`config.mk`:
```
export PLATFORM = sky130hd
export DESIGN_NAME = bcd_conversion_scheduler
export DESIGN_NICKNAME = d
export VERILOG_FILES = /design/src/rtl/bcd_sched_pkg.sv /design/src/rtl/rr_arbiter.sv /design/src/rtl/bcd_conversion_scheduler.sv
export SDC_FILE = /design/constraint.sdc
export NUM_CORES = 1
export LEC_CHECK = 0
export CAP_MARGIN = 40
export CORE_MARGIN = 1.5
export CORE_UTILIZATION = 38
export DETAILED_ROUTE_END_ITERATION = 10
export HOLD_SLACK_MARGIN = 0.03
export MAX_ROUTING_LAYER = met4
export PLACE_DENSITY = 0.74
export SLEW_MARGIN = 25
export SYNTH_ARGS = -nofsm -noshare
export SYNTH_HDL_FRONTEND = slang
export SYNTH_SLANG_ARGS = --single-unit
```
`constraint.sdc`:
```
create_clock -name clock -period 2.7 [get_ports clock]
set_clock_uncertainty 0.15 [all_clocks]
set_input_delay 0.54 -clock clock [delete_from_list [all_inputs] [get_ports clock]]
set_output_delay 0.54 -clock clock [all_outputs]
set_load 0.1 [all_outputs]
```
`src/rtl/bcd_sched_pkg.sv`:
```
// Shared types and default sizing for the BCD conversion scheduler.
// The FSM state type is kept here so checkers can decode it by name.
package bcd_sched_pkg;

    localparam int NUM_REQ_DEF        = 3;
    localparam int BIN_WIDTH_DEF      = 16;
    localparam int BCD_WIDTH_DEF      = 20;
    localparam int TIMEOUT_CYCLES_DEF = 64;

    typedef enum logic [1:0] {
        IDLE    = 2'd0,
        START   = 2'd1,
        WAIT    = 2'd2,
        DELIVER = 2'd3
    } state_t;

    // Width of a requester index; a single requester still gets one bit.
    function automatic int idx_width(input int n);
        return (n > 1) ? $clog2(n) : 1;
    endfunction

endpackage

```
`src/rtl/rr_arbiter.sv`:
```
// Combinational round-robin pick: first set request at or above pointer,
// wrapping past NUM_REQ-1 back to 0.
module rr_arbiter
    import bcd_sched_pkg::*;
#(
    parameter int NUM_REQ = NUM_REQ_DEF,
    localparam int IDX_W  = idx_width(NUM_REQ)
) (
    input  logic [NUM_REQ-1:0] req,
    input  logic [IDX_W-1:0]   pointer,
    output logic [NUM_REQ-1:0] grant,
    output logic [IDX_W-1:0]   grant_idx,
    output logic               grant_valid
);

    int slot;

    always_comb begin
        grant       = '0;
        grant_idx   = '0;
        grant_valid = 1'b0;
        slot        = 0;
        for (int i = 0; i < NUM_REQ; i++) begin
            slot = int'(pointer) + i;
            if (slot >= NUM_REQ) begin
                slot = slot - NUM_REQ;
            end
            if (!grant_valid && req[slot]) begin
                grant_valid = 1'b1;
                grant[slot] = 1'b1;
                grant_idx   = IDX_W'(slot);
            end
        end
    end

endmodule

```
`src/rtl/bcd_conversion_scheduler.sv`:
```
// Time-shares one binary_to_bcd converter between NUM_REQ requesters,
// with round-robin arbitration and a converter timeout.
module bcd_conversion_scheduler
    import bcd_sched_pkg::*;
#(
    parameter int NUM_REQ        = NUM_REQ_DEF,
    parameter int BIN_WIDTH      = BIN_WIDTH_DEF,
    parameter int BCD_WIDTH      = BCD_WIDTH_DEF,
    parameter int TIMEOUT_CYCLES = TIMEOUT_CYCLES_DEF
) (
    input  logic                           clock,
    input  logic                           reset,
    input  logic [NUM_REQ-1:0]             req,
    input  logic [NUM_REQ*BIN_WIDTH-1:0]   req_data,
    output logic [NUM_REQ-1:0]             ack,
    output logic [BCD_WIDTH-1:0]           bcd_result,
    output logic                           timeout_err,
    output logic                           busy,
    output logic                           conv_start,
    output logic [BIN_WIDTH-1:0]           conv_binary,
    input  logic [BCD_WIDTH-1:0]           conv_bcd,
    input  logic                           conv_done
);

    // Handshake: a requester raises req[i] (level) with its word on slice i
    // and holds it until ack[i]; ack[i] is a one-cycle pulse with
    // bcd_result/timeout_err valid, after which the requester drops req[i].
    // Toward the converter, conv_start pulses once and the operand stays put
    // until the first rising edge of conv_done after that pulse.

    localparam int IDX_W = idx_width(NUM_REQ);
    localparam int CNT_W = $clog2(TIMEOUT_CYCLES + 1);

    state_t               state;
    state_t               state_next;
    logic [IDX_W-1:0]     rr_ptr;
    logic [IDX_W-1:0]     grant_q;
    logic [CNT_W-1:0]     tmo_cnt;
    logic                 done_q;

    logic [NUM_REQ-1:0]   arb_grant;
    logic [IDX_W-1:0]     arb_idx;
    logic                 arb_valid;

    logic                 load_op;
    logic                 take_done;
    logic                 take_tmo;
    logic                 done_rise;
    logic                 tmo_hit;

    rr_arbiter #(
        .NUM_REQ(NUM_REQ)
    ) u_arb (
        .req        (req),
        .pointer    (rr_ptr),
        .grant      (arb_grant),
        .grant_idx  (arb_idx),
        .grant_valid(arb_valid)
    );

    assign done_rise = conv_done && !done_q;
    // The counter is cleared in START, so this fires on the last allowed WAIT cycle.
    assign tmo_hit   = (tmo_cnt == CNT_W'(TIMEOUT_CYCLES - 1));

    always_comb begin
        state_next = state;
        load_op    = 1'b0;
        take_done  = 1'b0;
        take_tmo   = 1'b0;
        case (state)
            IDLE: begin
                if (arb_valid) begin
                    load_op    = 1'b1;
                    state_next = START;
                end
            end
            START: begin
                state_next = WAIT;
            end
            WAIT: begin
                if (done_rise) begin
                    take_done  = 1'b1;
                    state_next = DELIVER;
                end else if (tmo_hit) begin
                    take_tmo   = 1'b1;
                    state_next = DELIVER;
                end
            end
            DELIVER: begin
                state_next = IDLE;
            end
            default: begin
                state_next = IDLE;
            end
        endcase
    end

    always_ff @(posedge clock or negedge reset) begin
        if (!reset) begin
            state <= IDLE;
        end else begin
            state <= state_next;
        end
    end

    always_ff @(posedge clock or negedge reset) begin
        if (!reset) begin
            done_q <= 1'b0;
        end else begin
            done_q <= conv_done;
        end
    end

    always_ff @(posedge clock or negedge reset) begin
        if (!reset) begin
            tmo_cnt <= '0;
        end else if (state == START) begin
            tmo_cnt <= '0;
        end else if (state == WAIT) begin
            tmo_cnt <= tmo_cnt + 1'b1;
        end
    end

    always_ff @(posedge clock or negedge reset) begin
        if (!reset) begin
            conv_binary <= '0;
            grant_q     <= '0;
        end else if (load_op) begin
            conv_binary <= req_data[arb_idx*BIN_WIDTH +: BIN_WIDTH];
            grant_q     <= arb_idx;
        end
    end

    // Result registers only change on the WAIT->DELIVER transition.
    always_ff @(posedge clock or negedge reset) begin
        if (!reset) begin
            bcd_result  <= '0;
            timeout_err <= 1'b0;
        end else if (take_done) begin
            bcd_result  <= conv_bcd;
            timeout_err <= 1'b0;
        end else if (take_tmo) begin
            bcd_result  <= '0;
            timeout_err <= 1'b1;
        end
    end

    always_ff @(posedge clock or negedge reset) begin
        if (!reset) begin
            rr_ptr <= '0;
        end else if (state == DELIVER) begin
            if (grant_q == IDX_W'(NUM_REQ - 1)) begin
                rr_ptr <= '0;
            end else begin
                rr_ptr <= grant_q + 1'b1;
            end
        end
    end

    always_comb begin
        ack        = '0;
        busy       = (state != IDLE);
        conv_start = (state == START);
        if (state == DELIVER) begin
            ack[grant_q] = 1'b1;
        end
    end

endmodule

```
==> results_dict.tcl <==
set metrics [dict create \
    antenna_found_initial 0 \
    vias_per_cell 5.05 \
    post_cts_resized 0 \
    grt_pass1_vias 2336 \
    cts_max_level 2 \
    placed_cells 455 \
    hpwl_um 5170 \
    synth_warnings 0 \
    fmax_ghz 0.399 \
    hold_viol 0 \
    multi_input_area_mm2 0.00132 \
    holdCritPathClass "in -> async" \
    r2r_slack_ps 200 \
    cp_data_required_time_ps 2760 \
    post_drt_wl_per_cell_um 14.8 \
    core_area_mm2 0.00683 \
    synth.cell_area_mm2 0.00270 \
    drtPass1Iterations 4 \
    status "finished, final reports clean" \
    vias 2338 \
    cts_hold_buf 0 \
    cts.reportedPaths.clkPinSlew_ps 90 \
    grt_pass1_wl_um 10800 \
    numClockSinks 51 \
    final_cell_mix "72 x clkdlybuf4s50_1, 55 x buf_4, 51 x dfrtp_1" \
    crit_arrival_ps 2570 \
    relSlewSlack_pct 66.9 \
    setup_ws_ps 195 \
    finalNetCount 449 \
    die_x_um 87.3 \
    drive_gt1_share_pct 23.4 \
    final_common_cell "clkdlybuf4s50_1" \
    critPathKind "reg -> reg" \
    final_cells 463 \
    cts.path.max_buffers 2 \
    synth_seq_cells 51 \
    die-height_um 87.3 \
    grt.total_usage_pct 18.4 \
    postCtsSetupBuffers 0 \
    drt-total-wl_um 6850 \
    fin_util_pct 59.8 \
    route.detailed.drc 0 \
    avgSynthCellArea_um2 11.1 \
    clk_latency_ps 300 \
    grt_overflow 0 \
    drtAntennaViolNets 0 \
    port_buffers 115 \
    rsz0062_at_grt "false" \
    syn_inst 243 \
    max_stage_delay_ps 410 \
    dieArea_mm2 0.00763 \
    period_share_pct 92.8 \
    clockRootBuffer "clkbuf_8" \
    start_kind "register" \
    num_io_pins 116 \
    initial_utilization_pct 39.6 \
    ys_types 37 \
    fp-row-count 30 \
    period_needed_ps 2500 \
    routabilityCongestion 0.826 \
    cp_max_fo 17 \
    grt_max_degree 24 \
    max_cap_violations 0 \
    critPathCaptureType "register" \
    synth_nets 326 \
    regArea_mm2 0.00128 \
    tightest_slew_ps 497 \
    cp_cell_sequence "inv_1 > ha_2 > mux2_2 > a21boi_2 > a311oi_2 > or3_1 > buf_12 > o211ai_1" \
    n_fill_cell 583 \
    maxSlewViolCount 0 \
    seq_area_frac_synth_pct 47.2 \
    setup_viol 0 \
    cts_buffers 5 \
    dpl_worst_slack_ps -96.1 \
    drt-initial-drc-count 46 \
    cts_tree "done" \
    area_growth_syn_to_layout_pct 51.2 \
    antenna_cells 0 \
    fin_hold_ws_ps 42.6 \
    slowest_stage "dfrtp_1" \
]
-- cell families after synthesis --
kind of cell,share of synthesized area (%)
AO/OA/AOI/OAI,23.8
XOR/XNOR,0.648
adder cells (fa/ha/maj),4.17
buffers and inverters,4.86
flip-flops,47.2
multiplexers,10.0
AND/OR/NAND/NOR,9.21
-- stage by stage --
| stage | instance area [um^2] | setup TNS, ps |
|---|---|---|
| finish | 4090 | 0 |
| global route | 4090 | 0 |
| CTS | 4080 | 0 |
| detailed placement | 3950 | -684 |
| global placement | 3950 | -201 |
| floorplan | 2710 | 0 |
-- sequential cells by signal (all words and copies together), names as in the netlist --
| name | cells |
|---|---|
| state | 2 |
| tmo_cnt | 7 |
| bcd_result | 20 |
| grant_q | 2 |
| conv_binary | 16 |
| done_q | 1 |
| rr_ptr | 2 |
| timeout_err | 1 |
-- critical path: cells and delay by family (launching register included) --
kind | cells | cell delay (ps)
fa+ha+maj | 1 | 250
mux | 1 | 380
compound gates | 3 | 540
buf+inv | 2 | 290
flops | 1 | 410
simple gates | 1 | 410
-- cell usage after synthesis --
master | n | area, um^2
mux2_2 | 2 | 22.5
nand4_1 | 2 | 12.5
a31o_1 | 1 | 8.76
or3_1 | 2 | 12.5
and3b_1 | 2 | 17.5
nand3b_1 | 3 | 22.5
dfrtp_1 | 51 | 1280
a22o_1 | 21 | 184
buf_6 | 4 | 45.0
o21ai_0 | 9 | 45.0
clkbuf_1 | 10 | 37.5
inv_1 | 11 | 41.3
nand3_1 | 1 | 5.00
nor3b_1 | 4 | 30.0
xor2_1 | 1 | 8.76
buf_4 | 1 | 7.51
o21bai_1 | 2 | 15.0
mux2i_2 | 1 | 13.8
and3_1 | 1 | 6.26
mux2i_1 | 22 | 220
o21a_1 | 2 | 15.0
nand2b_1 | 4 | 25.0
o311ai_0 | 1 | 8.76
o211ai_2 | 9 | 113
o2111ai_1 | 1 | 8.76
xnor2_1 | 1 | 8.76
a21boi_2 | 1 | 11.3
nand2_1 | 20 | 75.1
o22ai_1 | 1 | 6.26
a21oi_1 | 7 | 35.0
a31oi_1 | 1 | 6.26
o211ai_1 | 23 | 173
a311oi_2 | 1 | 15.0
nand4b_1 | 1 | 8.76
mux2_4 | 1 | 15.0
ha_1 | 9 | 113
nor2_1 | 9 | 33.8
-- path summary, 6_finish.rpt --
check	from	to	cells after the start
worst max-delay path	rr_ptr[1]	conv_binary[0]	8
worst min-delay path	reset	bcd_result[0]	1
worst min register to register	conv_binary[9]	conv_binary[9]	2
min in group clock	conv_binary[9]	conv_binary[9]	2
worst max register to register	rr_ptr[1]	conv_binary[0]	8
max in group asynchronous	reset	conv_binary[6]	2
-- layout make-up --
type	count	share of cell area, %
multi-input cells	166	32.2
flip-flops and latches	51	31.2
repair buffers	131	29.3
well taps	96	2.94
clock buffers	6	1.78
clock inverters	2	1.47
inverters	11	1.01
-- per-layer routing --
metal	share of wire (%)	vias to the layer above	global-route usage, %
li1	-	1145	-
met1	46	1101	23.9
met5	0	-	-
met4	1.2	0	4.04
met3	6.0	7	3.89
met2	47	85	29.6
Power is not shown: default switching activity piles up to over one toggle a cycle in this logic, so the estimate is an artifact.
